## config.mk

```make
export PLATFORM = sky130hd
export DESIGN_NAME = sdr_init_seq_flat
export DESIGN_NICKNAME = d
export VERILOG_FILES = /design/src/rtl/sdr_init_seq_if.sv /design/src/rtl/sdr_init_seq.sv /design/src/flat_wrapper.sv
export SDC_FILE = /design/constraint.sdc
export NUM_CORES = 1
export LEC_CHECK = 0
export BUFFER_PORTS_ARGS = -buffer_cell sky130_fd_sc_hd__buf_2
export CAP_MARGIN = 30
export CORE_ASPECT_RATIO = 2
export CORE_UTILIZATION = 56
export DETAILED_ROUTE_END_ITERATION = 12
export HOLD_SLACK_MARGIN = 0.1
export PLACE_DENSITY = 0.84
export SYNTH_ARGS = -nofsm -noshare
export SYNTH_HDL_FRONTEND = slang
export SYNTH_SLANG_ARGS = --single-unit
```

## constraint.sdc

```tcl
create_clock -name sdram_clk -period 5.2 [get_ports sdram_clk]
set_input_delay 0.26 -clock sdram_clk [delete_from_list [all_inputs] [get_ports sdram_clk]]
set_output_delay 0.26 -clock sdram_clk [all_outputs]
set_load 0.03 [all_outputs]
```

## src/rtl/sdr_init_seq_if.sv

```systemverilog
// SDRAM command-pin bundle driven by the init sequencer (master) and
// observed by the pad logic / downstream command mux (slave).
interface sdr_init_seq_if #(
  parameter int SDR_ADDR_W = 13,
  parameter int SDR_BA_W   = 2
);
  logic                  sdr_cke;
  logic                  sdr_cs_n;
  logic                  sdr_ras_n;
  logic                  sdr_cas_n;
  logic                  sdr_we_n;
  logic [SDR_BA_W-1:0]   sdr_ba;
  logic [SDR_ADDR_W-1:0] sdr_addr;

  modport master (
    output sdr_cke, sdr_cs_n, sdr_ras_n, sdr_cas_n, sdr_we_n, sdr_ba, sdr_addr
  );

  modport slave (
    input sdr_cke, sdr_cs_n, sdr_ras_n, sdr_cas_n, sdr_we_n, sdr_ba, sdr_addr
  );
endinterface

```

## src/rtl/sdr_init_seq.sv

```systemverilog
// SDRAM power-up init sequencer: NOP hold, PRECHARGE-ALL, 2x AUTO-REFRESH, LOAD MODE.
// Optional SDR_INIT_EXT_MODE_EN adds a LOAD EXT MODE (ba=1) after the mode-register wait.
module sdr_init_seq #(
  parameter int INIT_NOP_CYCLES = 500,
  parameter int SDR_ADDR_W      = 13,
  parameter int SDR_BA_W        = 2
) (
  input  logic                  sdram_clk,
  input  logic                  sdram_resetn,
  input  logic                  cfg_sdr_en,
  input  logic [SDR_ADDR_W-1:0] cfg_sdr_mode_reg,
`ifdef SDR_INIT_EXT_MODE_EN
  input  logic [SDR_ADDR_W-1:0] cfg_sdr_ext_mode_reg,
`endif
  input  logic [3:0]            cfg_sdr_trp_d,
  input  logic [3:0]            cfg_sdr_trcar_d,
  input  logic [3:0]            cfg_sdr_tmrd_d,
  input  logic                  cfg_init_req,
  sdr_init_seq_if.master        sdr,
  output logic                  init_done,
  output logic [3:0]            dbg_state
);

  typedef enum logic [3:0] {
    IDLE      = 4'd0,
    NOP_WAIT  = 4'd1,
    PRE       = 4'd2,
    WAIT_TRP  = 4'd3,
    REF1      = 4'd4,
    WAIT_RFC1 = 4'd5,
    REF2      = 4'd6,
    WAIT_RFC2 = 4'd7,
    LMR       = 4'd8,
    WAIT_MRD  = 4'd9,
    LEMR      = 4'd10,
    WAIT_EMRD = 4'd11,
    DONE      = 4'd12
  } state_t;

  // {cs_n, ras_n, cas_n, we_n}
  localparam logic [3:0] CMD_DESEL = 4'b1111;
  localparam logic [3:0] CMD_NOP   = 4'b0111;
  localparam logic [3:0] CMD_PRE   = 4'b0010;
  localparam logic [3:0] CMD_REF   = 4'b0001;
  localparam logic [3:0] CMD_LMR   = 4'b0000;

  localparam int NOP_CNT_W = $clog2(INIT_NOP_CYCLES + 1);
  localparam logic [NOP_CNT_W-1:0] NOP_LAST =
    NOP_CNT_W'((INIT_NOP_CYCLES > 0) ? INIT_NOP_CYCLES - 1 : 0);

  state_t                state, state_nxt;
  logic [NOP_CNT_W-1:0]  nop_cnt, nop_nxt;
  logic [3:0]            wait_cnt, wait_nxt;

  logic                  cke_q, cke_nxt;
  logic [3:0]            cmd_q, cmd_nxt;
  logic [SDR_BA_W-1:0]   ba_q, ba_nxt;
  logic [SDR_ADDR_W-1:0] addr_q, addr_nxt;
  logic                  done_q, done_nxt;

  always_ff @(posedge sdram_clk or negedge sdram_resetn) begin
    if (!sdram_resetn) begin
      state    <= IDLE;
      nop_cnt  <= '0;
      wait_cnt <= '0;
      cke_q    <= 1'b0;
      cmd_q    <= CMD_DESEL;
      ba_q     <= '0;
      addr_q   <= '0;
      done_q   <= 1'b0;
    end else begin
      state    <= state_nxt;
      nop_cnt  <= nop_nxt;
      wait_cnt <= wait_nxt;
      cke_q    <= cke_nxt;
      cmd_q    <= cmd_nxt;
      ba_q     <= ba_nxt;
      addr_q   <= addr_nxt;
      done_q   <= done_nxt;
    end
  end

  // Gap of N cycles between commands means N-1 wait cycles; a cfg of 0 or 1
  // skips the wait state entirely, otherwise the wait counter loads N-2.
  always_comb begin
    state_nxt = state;
    nop_nxt   = nop_cnt;
    wait_nxt  = wait_cnt;
    case (state)
      IDLE: begin
        if (cfg_sdr_en) begin
          state_nxt = NOP_WAIT;
          nop_nxt   = '0;
        end
      end
      NOP_WAIT: begin
        if (nop_cnt >= NOP_LAST) state_nxt = PRE;
        else                     nop_nxt   = nop_cnt + 1'b1;
      end
      PRE: begin
        if (cfg_sdr_trp_d < 4'd2) state_nxt = REF1;
        else begin
          state_nxt = WAIT_TRP;
          wait_nxt  = cfg_sdr_trp_d - 4'd2;
        end
      end
      WAIT_TRP: begin
        if (wait_cnt == 4'd0) state_nxt = REF1;
        else                  wait_nxt  = wait_cnt - 4'd1;
      end
      REF1: begin
        if (cfg_sdr_trcar_d < 4'd2) state_nxt = REF2;
        else begin
          state_nxt = WAIT_RFC1;
          wait_nxt  = cfg_sdr_trcar_d - 4'd2;
        end
      end
      WAIT_RFC1: begin
        if (wait_cnt == 4'd0) state_nxt = REF2;
        else                  wait_nxt  = wait_cnt - 4'd1;
      end
      REF2: begin
        if (cfg_sdr_trcar_d < 4'd2) state_nxt = LMR;
        else begin
          state_nxt = WAIT_RFC2;
          wait_nxt  = cfg_sdr_trcar_d - 4'd2;
        end
      end
      WAIT_RFC2: begin
        if (wait_cnt == 4'd0) state_nxt = LMR;
        else                  wait_nxt  = wait_cnt - 4'd1;
      end
      LMR: begin
        if (cfg_sdr_tmrd_d < 4'd2) begin
`ifdef SDR_INIT_EXT_MODE_EN
          state_nxt = LEMR;
`else
          state_nxt = DONE;
`endif
        end else begin
          state_nxt = WAIT_MRD;
          wait_nxt  = cfg_sdr_tmrd_d - 4'd2;
        end
      end
      WAIT_MRD: begin
        if (wait_cnt == 4'd0) begin
`ifdef SDR_INIT_EXT_MODE_EN
          state_nxt = LEMR;
`else
          state_nxt = DONE;
`endif
        end else begin
          wait_nxt = wait_cnt - 4'd1;
        end
      end
`ifdef SDR_INIT_EXT_MODE_EN
      LEMR: begin
        if (cfg_sdr_tmrd_d < 4'd2) state_nxt = DONE;
        else begin
          state_nxt = WAIT_EMRD;
          wait_nxt  = cfg_sdr_tmrd_d - 4'd2;
        end
      end
      WAIT_EMRD: begin
        if (wait_cnt == 4'd0) state_nxt = DONE;
        else                  wait_nxt  = wait_cnt - 4'd1;
      end
`endif
      DONE: begin
        if (cfg_init_req) begin
          state_nxt = NOP_WAIT;
          nop_nxt   = '0;
        end
      end
      default: state_nxt = IDLE;
    endcase
  end

  // Outputs are decoded from the next state so the pins are registered and
  // line up with the state the FSM occupies during that cycle.
  always_comb begin
    cke_nxt  = 1'b1;
    cmd_nxt  = CMD_NOP;
    ba_nxt   = '0;
    addr_nxt = '0;
    done_nxt = 1'b0;
    case (state_nxt)
      IDLE: begin
        cke_nxt = 1'b0;
        cmd_nxt = CMD_DESEL;
      end
      PRE: begin
        cmd_nxt      = CMD_PRE;
        addr_nxt[10] = 1'b1;
      end
      REF1, REF2: cmd_nxt = CMD_REF;
      LMR: begin
        cmd_nxt  = CMD_LMR;
        addr_nxt = cfg_sdr_mode_reg;
      end
`ifdef SDR_INIT_EXT_MODE_EN
      LEMR: begin
        cmd_nxt  = CMD_LMR;
        ba_nxt   = SDR_BA_W'(1);
        addr_nxt = cfg_sdr_ext_mode_reg;
      end
`endif
      DONE: done_nxt = 1'b1;
      default: ;
    endcase
  end

  assign sdr.sdr_cke   = cke_q;
  assign sdr.sdr_cs_n  = cmd_q[3];
  assign sdr.sdr_ras_n = cmd_q[2];
  assign sdr.sdr_cas_n = cmd_q[1];
  assign sdr.sdr_we_n  = cmd_q[0];
  assign sdr.sdr_ba    = ba_q;
  assign sdr.sdr_addr  = addr_q;
  assign init_done     = done_q;
  assign dbg_state     = state;

endmodule

```

## src/flat_wrapper.sv

```systemverilog
// flat-port wrapper written by rule: the top's interface ports become plain ports
module sdr_init_seq_flat 
#(
  parameter int INIT_NOP_CYCLES = 500,
  parameter int SDR_ADDR_W      = 13,
  parameter int SDR_BA_W        = 2
)
  (sdram_clk, sdram_resetn, cfg_sdr_en, cfg_sdr_mode_reg, cfg_sdr_trp_d, cfg_sdr_trcar_d, cfg_sdr_tmrd_d, cfg_init_req, init_done, dbg_state, sdr_sdr_cke, sdr_sdr_cs_n, sdr_sdr_ras_n, sdr_sdr_cas_n, sdr_sdr_we_n, sdr_sdr_ba, sdr_sdr_addr);
  sdr_init_seq_if #(.SDR_ADDR_W(SDR_ADDR_W), .SDR_BA_W(SDR_BA_W)) sdr_i ();
  input  logic sdram_clk;
  input  logic sdram_resetn;
  input  logic cfg_sdr_en;
  input  logic [SDR_ADDR_W-1:0] cfg_sdr_mode_reg;
  input  logic [3:0] cfg_sdr_trp_d;
  input  logic [3:0] cfg_sdr_trcar_d;
  input  logic [3:0] cfg_sdr_tmrd_d;
  input  logic cfg_init_req;
  output logic init_done;
  output logic [3:0] dbg_state;
  output wire logic [$bits(sdr_i.sdr_cke)-1:0] sdr_sdr_cke;
  output wire logic [$bits(sdr_i.sdr_cs_n)-1:0] sdr_sdr_cs_n;
  output wire logic [$bits(sdr_i.sdr_ras_n)-1:0] sdr_sdr_ras_n;
  output wire logic [$bits(sdr_i.sdr_cas_n)-1:0] sdr_sdr_cas_n;
  output wire logic [$bits(sdr_i.sdr_we_n)-1:0] sdr_sdr_we_n;
  output wire logic [$bits(sdr_i.sdr_ba)-1:0] sdr_sdr_ba;
  output wire logic [$bits(sdr_i.sdr_addr)-1:0] sdr_sdr_addr;
  assign sdr_sdr_cke = sdr_i.sdr_cke;
  assign sdr_sdr_cs_n = sdr_i.sdr_cs_n;
  assign sdr_sdr_ras_n = sdr_i.sdr_ras_n;
  assign sdr_sdr_cas_n = sdr_i.sdr_cas_n;
  assign sdr_sdr_we_n = sdr_i.sdr_we_n;
  assign sdr_sdr_ba = sdr_i.sdr_ba;
  assign sdr_sdr_addr = sdr_i.sdr_addr;
  sdr_init_seq #(.INIT_NOP_CYCLES(INIT_NOP_CYCLES), .SDR_ADDR_W(SDR_ADDR_W), .SDR_BA_W(SDR_BA_W)) u_core (.sdram_clk(sdram_clk), .sdram_resetn(sdram_resetn), .cfg_sdr_en(cfg_sdr_en), .cfg_sdr_mode_reg(cfg_sdr_mode_reg), .cfg_sdr_trp_d(cfg_sdr_trp_d), .cfg_sdr_trcar_d(cfg_sdr_trcar_d), .cfg_sdr_tmrd_d(cfg_sdr_tmrd_d), .cfg_init_req(cfg_init_req), .sdr(sdr_i), .init_done(init_done), .dbg_state(dbg_state));
endmodule
```

==> results.cfg, run 1 <==
[timing]
fin_tns_setup_ns = 0
rsz0062_at_grt = no
setup_viol_count_final = 0
fin_ws_ns = 2.79
clock-skew-final_ns = 0.00947
fin_crit_ns = 2.41
fmax_mhz = 415
hold_viol_final = 0
maxSlewViolCount = 0
timing.final.crit_share_pct = 46.4
worst_pin_slew_ns = 0.778
slew_headroom_pct = 48.1

[die]
io_pins = 54
dieHeight_um = 86.8
start_util_pct = 59.0
fp.dieW_um = 44.4
dieArea_mm2 = 0.00386
core-area_mm2 = 0.00342
fp-row-count = 30

[pwr]
power_density_mw_per_mm2 = 510
leakage_uw = 0.00123
switching_share_pct = 44.1
pwr-share-clk_pct = 16.3
p_int_uw = 674
p_seq_share_pct = 36.1
comb_power_share_pct = 47.6
switchingPower_uw = 531
vdd_drop_max_mv = 0.367

[placed_design]
gp_congestion = 0.889
port_buffers = 51
dp_hpwl_um = 3310
post-place-ws_ns = 2.84
place_area_mm2 = 0.00227

[grt]
grt_max_degree = 37
grt-ovfl-total = 0
grt_use_met1_pct = 26.9
antenna_found_initial = 0
gr-usage-met3_pct = 2.92
use_met2_pct = 44.1
busiest_layer = met2
grt_first_pass_wirelength_um = 7170
grt_pass1_vias = 1638
grt_usage_pct = 24.9

[clocking]
clockBufferDepth = 2
htreeDepth = 2
clk_pin_slew_ns = 0.08
clock_latency_ns = 0.29
cts.sinks = 36
clockRootBuffer = clkbuf_8
cts_setup_buffers = 0
cts_made_buffers = 5
cts_tree = built

[synthesis]
synth_enable_flop_cells = 0
ys_seq_area_share_pct = 45.0
ys_ff_latch = 36
synth-async-reset-ratio_pct = 100
synthCells = 206
synthFlopType = dfrtp_1
ys.warnings.count = 0
synth_area_mm2 = 0.00201
syn_avg_cell_area_um2 = 9.78
ys_types = 59

[route]
drcViolationCount = 0
wl_per_cell_um = 14.7
via_per_inst = 5.63
drtPass1Iterations = 4
via_count = 1707
drt_wl_total_um = 4440
drtIter0Drc = 35
drtAntennaViolNets = 0

[worst_hold_path]
min_path_cells = 2
min_to = u_core.sdr.sdr_addr[2]$_DFF_PN0_
hp-start = cfg_sdr_mode_reg[2]
hold_path.class = in2reg

[setup_path]
crit_arrival_ns = 2.58
rr_worst_depth = 5
crit_fanout = 20
reg2reg_to = u_core.nop_cnt[2]$_DFFE_PN0P_
start_kind = register
ff2ff_setup_slack_ns = 2.79
crit_required_ns = 5.37
endpoint_kind = register
path_class = reg2reg
reg2reg_from = u_core.dbg_state[0]$_DFF_PN0_

[finish]
drive_gt1_share_pct = 28.2
area_delta_synth_final_pct = 17.3
fill_cells = 287
final_area_mm2 = 0.00236
diodes = 0
postLayoutCoreUtil_pct = 69.2
nNetsFinal = 289

[flow_run]
cap_violations = 0

[run_status]
status = complete, no violations
-- metal layers --
layer | part of all wire, % | vias to the layer above
met1 | 36 | 810
met2 | 56 | 52
met4 | 4.5 | 0
met3 | 2.8 | 15
met5 | 0 | -
li1 | - | 830
-- final cells by class --
| cell class | instances | area (um2) | area share (%) |
|---|---|---|---|
| multi-input combinational | 143 | 985 | 41.7 |
| sequential | 36 | 906 | 38.3 |
| timing repair buffer | 52 | 265 | 11.2 |
| clock buffer | 5 | 68.8 | 2.91 |
| inverter | 16 | 60.1 | 2.54 |
| tap | 48 | 60.1 | 2.54 |
| clock inverter | 3 | 18.8 | 0.794 |
-- power by group through the flow --
stage	registers (uW)	clock network, uW	logic, uW
after global routing	452	205	628
after detailed placement	438	0	570
after CTS	433	197	576
after floorplan	444	0	438
final	435	196	574
after global placement	436	0	556
-- cell families (layout without fill, tap and decap cells) --
logic type | count (synthesis) | in the layout | synth area share [%]
AO/OA/AOI/OAI | 49 | 49 | 17.2
XOR/XNOR | 6 | 6 | 2.61
adder cells (fa/ha/maj) | 6 | 6 | 3.73
buffers and inverters | 28 | 76 | 6.33
flip-flops | 36 | 36 | 45.0
multiplexers | 4 | 4 | 2.05
other | 1 | 2 | 0.186
AND/OR/NAND/NOR | 76 | 76 | 22.9
-- layout by cell type, fill, tap and decap left out, types with 3 or more instances in the layout --
cell type / n
buf_2: 51
inv_1: 16
xor2_1: 3
o21ai_1: 8
nand3_1: 4
a21oi_1: 8
nor3_1: 6
xnor2_1: 3
mux2i_1: 3
and2_1: 13
ha_1: 6
dfrtp_1: 32
and3_1: 5
dfstp_2: 4
nand2_1: 11
clkbuf_8: 5
o21ai_0: 7
nor2b_1: 4
nor2_1: 13
-- timing repair --
action / 4_1_cts / 5_1_grt
hold buffers: 1 / 0
endpoints found under the hold margin: 32 / 0
resized for setup: 0 / 0
-- cell usage after synthesis (2+ instances only) --
cell type | instances | area [um2]
a2111o_1 | 2 | 22.5
a21oi_1 | 8 | 40.0
a22oi_1 | 2 | 15.0
a31oi_1 | 2 | 12.5
and2_1 | 13 | 81.3
and3_1 | 5 | 31.3
and4_1 | 2 | 17.5
buf_2 | 3 | 15.0
buf_4 | 3 | 22.5
clkbuf_1 | 4 | 15.0
dfrtp_1 | 32 | 801
dfstp_2 | 4 | 105
ha_1 | 6 | 75.1
inv_1 | 16 | 60.1
mux2i_1 | 3 | 30.0
nand2_1 | 11 | 41.3
nand3_1 | 4 | 20.0
nand3b_1 | 2 | 15.0
nor2_1 | 13 | 48.8
nor2b_1 | 4 | 25.0
nor3_1 | 6 | 30.0
nor4_1 | 2 | 12.5
o21ai_0 | 7 | 35.0
o21ai_1 | 8 | 40.0
o221a_2 | 2 | 22.5
o221ai_1 | 2 | 17.5
o31ai_1 | 2 | 15.0
o32ai_1 | 2 | 17.5
or3_1 | 2 | 12.5
xnor2_1 | 3 | 26.3
xor2_1 | 3 | 26.3
-- worst max-delay path by stage --
stage / cells after the start / slack (ns) / start / end
floorplan: 5 / 3.09 / u_core.dbg_state[0]$_DFF_PN0_ / u_core.wait_cnt[1]$_DFFE_PN0P_
global placement: 5 / 2.89 / u_core.dbg_state[0]$_DFF_PN0_ / u_core.nop_cnt[2]$_DFFE_PN0P_
detailed placement: 5 / 2.84 / u_core.dbg_state[0]$_DFF_PN0_ / u_core.nop_cnt[2]$_DFFE_PN0P_
CTS: 5 / 2.81 / u_core.dbg_state[0]$_DFF_PN0_ / u_core.nop_cnt[2]$_DFFE_PN0P_
global route: 5 / 2.63 / u_core.dbg_state[0]$_DFF_PN0_ / u_core.nop_cnt[7]$_DFFE_PN0P_
finish: 5 / 2.79 / u_core.dbg_state[0]$_DFF_PN0_ / u_core.nop_cnt[2]$_DFFE_PN0P_
-- through the flow --
stage	std cells	hold WS, ns	total power (uW)
2_1_floorplan	207	-0.0356	883
3_3_place_gp	294	0.367	992
3_5_place_dp	294	0.377	1010
4_1_cts	303	0.175	1210
5_1_grt	303	0.176	1280
6_report	303	0.179	1210
-- flip-flops by register name, indices dropped and copies added (netlist names) --
| register | cells |
|---|---|
| u_core.nop_cnt | 9 |
| u_core.sdr.sdr_cke | 1 |
| u_core.cmd_q | 4 |
| u_core.init_done | 1 |
| u_core.sdr.sdr_addr | 13 |
| u_core.wait_cnt | 4 |
| u_core.dbg_state | 4 |
-- worst max-delay path: stages, from the launching register on --
cell	delay, ns
dfrtp_1	0.72
or4b_4	0.64
nor4b_4	0.42
or3b_1	0.33
o21ai_1	0.11
o41ai_1	0.06
No activity file was read; power rests on OpenSTA's default activity.
==> run 2, diff against run 1 <==
CORE_UTILIZATION = 47   (was 56)
PLACE_DENSITY = 0.75   (was 0.84)
clock period = 2.1 ns   (was 5.2 ns; I/O delays follow)
==> results.cfg, run 2 (synthesis results as in run 1) <==
[run_status]
status = complete, no violations

[placed_design]
dp_hpwl_um = 3680
gp_congestion = 0.956
dp.cells = 315
post-place-ws_ns = -0.00324
port_buffers = 51

[clocking]
cts_made_buffers = 5
clock_latency_ns = 0.29
clockRootBuffer = clkbuf_8
clockBufferDepth = 2
htreeDepth = 2
cts.sinks = 36
cts_tree = built
clk_pin_slew_ns = 0.08

[timing]
worst_pin_slew_ns = 0.771
hold-worst-slack_ns = 0.224
maxSlewViolCount = 0
clock-skew-final_ns = 0.00517
fmax_mhz = 486
fin_crit_ns = 2.06
fin_tns_setup_ns = 0
timing.final.crit_share_pct = 98.0
slew_headroom_pct = 48.6
hold_viol_final = 0
setup_viol_count_final = 0
fin_ws_ns = 0.0410

[finish]
drive_gt1_share_pct = 34.1
finalNonFillerCells = 339
diodes = 0
layout.cells.most_common_list = buf_2, dfrtp_1, buf_4
final_common_cell = buf_2
largest_reg_flops = 13
area_delta_synth_final_pct = 33.3
nNetsFinal = 321
postLayoutCoreUtil_pct = 65.7

[setup_path]
path_class = reg2reg
crit_arrival_ns = 2.21
crit_required_ns = 2.25
endpoint_kind = register
crit_fanout = 9
start_kind = register

[die]
start_util_pct = 49.3
dieArea_mm2 = 0.00457
fp.dieW_um = 48.3
io_pins = 54
fp-row-count = 33
core-area_mm2 = 0.00409
dieHeight_um = 94.6

[route]
wl_per_cell_um = 14.8
drtPass1Iterations = 5
via_count = 1853
via_per_inst = 5.47
drcViolationCount = 0
drtIter0Drc = 36
drt_wl_total_um = 5010
drtAntennaViolNets = 0

[flow_run]
cap_violations = 0

[pwr]
switching_share_pct = 42.7
comb_power_share_pct = 54.4
p_int_uw = 1920
vdd_drop_max_mv = 0.913
pwr-share-clk_pct = 14.5
leakage_uw = 0.00139
switchingPower_uw = 1430
power_density_mw_per_mm2 = 1250
p_seq_share_pct = 31.0

[grt]
grt_first_pass_wirelength_um = 7910
grt-ovfl-total = 0
grt_pass1_vias = 1834
antenna_found_initial = 0
grt_max_degree = 37
grt_usage_pct = 24.3

[worst_hold_path]
hold_path.class = in2reg
## run 2: through the flow
stage          instance area, um2  total power, uW
6_report                     2690             3360
5_1_grt                      2690             3580
4_1_cts                      2640             3260
3_5_place_dp                 2400             2720
3_3_place_gp                 2400             2690
2_1_floorplan                2020             2190
## run 2: power groups by stage
stage	Clock (uW)	Sequential [uW]	Combinational, uW
after floorplan	0	1100	1090
after global placement	0	1030	1660
after detailed placement	0	1040	1690
after CTS	499	1030	1730
after global routing	523	1060	1990
final	488	1040	1830
## run 2: worst max-delay path, stage by stage (launching register included)
cell      delay [ns]
dfrtp_1         0.48
buf_4           0.22
xor2_1          0.16
and4_1          0.20
a2111o_2        0.52
nor3_4          0.22
nand3_1         0.11
## run 2: path summary, 6_finish.rpt
path / from / end / slack, ns / cells after the start
min in group asynchronous: sdram_resetn / u_core.nop_cnt[0]$_DFFE_PN0P_ / 0.42 / 2
setup reg to reg: u_core.dbg_state[1]$_DFF_PN0_ / u_core.sdr.sdr_cke$_DFF_PN0_ / 0.04 / 6
hold reg to reg: u_core.nop_cnt[4]$_DFFE_PN0P_ / u_core.nop_cnt[4]$_DFFE_PN0P_ / 0.55 / 1
hold / removal: cfg_sdr_trp_d[3] / u_core.wait_cnt[3]$_DFFE_PN0P_ / 0.22 / 4
setup / recovery: u_core.dbg_state[1]$_DFF_PN0_ / u_core.sdr.sdr_cke$_DFF_PN0_ / 0.04 / 6
max in group asynchronous: sdram_resetn / u_core.dbg_state[0]$_DFF_PN0_ / 1.13 / 2
## run 2: area by class of cell
type                    instances  area, um2
flip-flops and latches         36        907
clock buffers                   5       68.8
inverters                      16       60.1
repair buffers                 84        538
fillers                       351       1400
well taps                      52       65.1
multi-input cells             143       1030
clock inverters                 3       18.8
## run 2: what timing repair did
action | 4_1_cts | 5_1_grt
gates cloned | 0 | 0
hold endpoints to repair | 45 | 0
setup endpoints to repair | 3 | 8
resized for setup | 2 | 9
hold buffers | 14 | 0
buffers inserted | 0 | 3
pin swaps | 0 | 3
## run 2: metal layers
| metal | vias up | wire, um | global-route usage, % |
|---|---|---|---|
| li1 | 892 | - | - |
| met2 | 53 | 2940 | 42.1 |
| met4 | 0 | 176 | 15.5 |
| met3 | 17 | 164 | 3.44 |
| met5 | - | 0 | 0 |
| met1 | 891 | 1720 | 24.8 |
==> run 3, diff against run 2 <==
--- a/config.mk
+++ b/config.mk
@@ -10,2 +10,3 @@
 export CORE_ASPECT_RATIO = 2
+export CORE_MARGIN = 3
 export CORE_UTILIZATION = 47
--- a/constraint.sdc
+++ b/constraint.sdc
@@ -3,2 +3,2 @@
 set_output_delay 0.105 -clock sdram_clk [all_outputs]
-set_load 0.03 [all_outputs]
+set_load 0.01 [all_outputs]
==> results.cfg, run 3 (synthesis results as in run 1) <==
[run_status]
status = complete, no violations

[finish]
ff_latch_area_um2 = 910
diodes = 0
postLayoutCoreUtil_pct = 65.3
layout.cells.most_common_list = buf_2, dfrtp_1, buf_4
largest_reg_flops = 13
area_delta_synth_final_pct = 33.9
fill_cells = 362
drive_gt1_share_pct = 34.6
final_common_cell = buf_2
nNetsFinal = 323
multi_input_area_mm2 = 0.00103

[grt]
gr-usage-met3_pct = 3.48
grt_pass1_vias = 1975
use_met2_pct = 43.0
grt_usage_pct = 22.8
antenna_found_initial = 0
grt_max_degree = 37
busiest_layer = met2
grt_first_pass_wirelength_um = 8940
grt-ovfl-total = 0
grt_use_met1_pct = 21.9

[route]
wl_per_cell_um = 15.8
drcViolationCount = 0
drtAntennaViolNets = 0
drt_wl_total_um = 5380
drtIter0Drc = 43
drtPass1Iterations = 4
via_per_inst = 5.55
via_count = 1893

[timing]
hold-worst-slack_ns = 0.233
fin_crit_ns = 2.02
clock-skew-final_ns = 0.0105
fmax_mhz = 496
setup_viol_count_final = 0
timing.final.crit_share_pct = 96.0
worst_pin_slew_ns = 0.815
slew_headroom_pct = 45.7
hold_viol_final = 0
maxSlewViolCount = 0

[setup_path]
path_class = reg2reg
cpMaxStageDelayCell = a2111o_1
critPathTopFamily = compound AO/OA/AOI/OAI gates
cp_num_cells = 6
reg2reg_to = u_core.nop_cnt[7]$_DFFE_PN0P_
crit_arrival_ns = 2.18
crit_required_ns = 2.27
reg2reg_from = u_core.nop_cnt[1]$_DFFE_PN0P_
critPathLaunch = u_core.nop_cnt[1]$_DFFE_PN0P_
worst-path-buf-inv = 0
cp_slowest_stage_delay_ns = 0.43
crit_fanout = 8
ff2ff_setup_slack_ns = 0.08
rr_worst_depth = 6
endpoint_kind = register
start_kind = register
crit_path_cell_trace = ha_1 > a2111o_1 > nor4b_4 > or3b_4 > o21ai_2 > o31ai_1

[die]
dieHeight_um = 98.6
fp.dieW_um = 52.3
core-area_mm2 = 0.00413
io_pins = 54
dieArea_mm2 = 0.00516
start_util_pct = 48.8
fp-row-count = 33

[worst_hold_path]
hp-start = cfg_sdr_trp_d[0]
hold_path.class = in2reg
min_to = u_core.wait_cnt[0]$_DFFE_PN0P_
min_path_cells = 4

[pwr]
power_density_mw_per_mm2 = 1220
vdd_drop_max_mv = 0.688
leakage_uw = 0.00140

[placed_design]
port_buffers = 51
dp_hpwl_um = 3950
gp_congestion = 0.918

[clocking]
cts_tree = built
htreeDepth = 2
cts_made_buffers = 5
clk_pin_slew_ns = 0.07
cts.sinks = 36
clock_latency_ns = 0.29
clockRootBuffer = clkbuf_8
clockBufferDepth = 2

[flow_run]
cap_violations = 0
==> run 3: cell count changes in the layout (fill, tap and decap cells not counted), moves of 2 or more <==
cell | previous run | this run
dfrtp_2 | 1 | 3
ha_1 | 4 | 6
clkinv_2 | 2 | 0
o21ai_1 | 10 | 8
ha_2 | 2 | 0
dfrtp_1 | 31 | 29
clkbuf_1 | 0 | 2
==> run 3: stage by stage <==
| step | instance area (um2) | setup WS [ns] | std cells | setup TNS, ns | total power, uW |
|---|---|---|---|---|---|
| final | 2700 | 0.0830 | 341 | 0 | 3280 |
| after global routing | 2700 | -0.00121 | 341 | -0.00121 | 3510 |
| after CTS | 2660 | 0.00427 | 338 | 0 | 3200 |
| after detailed placement | 2410 | -0.0669 | 316 | -0.237 | 2630 |
| after global placement | 2410 | 0.00454 | 316 | 0 | 2590 |
| after floorplan | 2020 | 0.105 | 207 | 0 | 2070 |
==> run 3: how the worst max path moves through the flow <==
| stage | end | slack (ns) |
|---|---|---|
| 3_3_place_gp | u_core.sdr.sdr_addr[10]$_DFF_PN0_ | 0.005 |
| 4_1_cts | u_core.sdr.sdr_addr[10]$_DFF_PN0_ | 0.004 |
| 3_5_place_dp | u_core.cmd_q[2]$_DFF_PN1_ | -0.07 |
| 6_report | u_core.nop_cnt[7]$_DFFE_PN0P_ | 0.08 |
| 5_1_grt | u_core.sdr.sdr_addr[10]$_DFF_PN0_ | -0.001 |
| 2_1_floorplan | u_core.nop_cnt[7]$_DFFE_PN0P_ | 0.11 |
==> run 3: where the power goes <==
part | total [uW] | leakage [uW] | internal, uW | switching [uW]
clock | 476 | 0.0000424 | 237 | 240
sequential | 1000 | 0.000464 | 860 | 144
combinational | 1800 | 0.000894 | 846 | 952
total | 3280 | 0.00140 | 1940 | 1340
==> run 3: timing repair <==
item / 4_1_cts / 5_1_grt
gates resized for setup: 4 / 8
pin swaps: 2 / 3
setup buffers: 0 / 4
hold buffers: 14 / 0
hold endpoints to repair: 45 / 0
cloned: 0 / 0
endpoints found under the setup margin: 6 / 7
==> run 3: layout make-up <==
type                       instances  share of cell area [%]
sequential                        36                    33.7
timing repair buffer              86                    20.4
multi-input combinational        143                    38.1
clock inverter                     1                   0.325
clock buffer                       7                    2.83
inverter                          16                    2.23
tap                               52                    2.41
==> run 3: layer usage <==
layer / routed length, um / up-vias / part of all wire [%]
met1: 1810 / 915 / 34
met5: 0 / - / 0
met2: 3110 / 54 / 58
met3: 200 / 20 / 3.7
met4: 268 / 0 / 5.0
li1: - / 904 / -
==> run 3: tightest hold or removal path, cell delays in order <==
cell     delay (ns)
buf_2          0.09
inv_1          0.04
o221a_2        0.16
o21ai_0        0.07
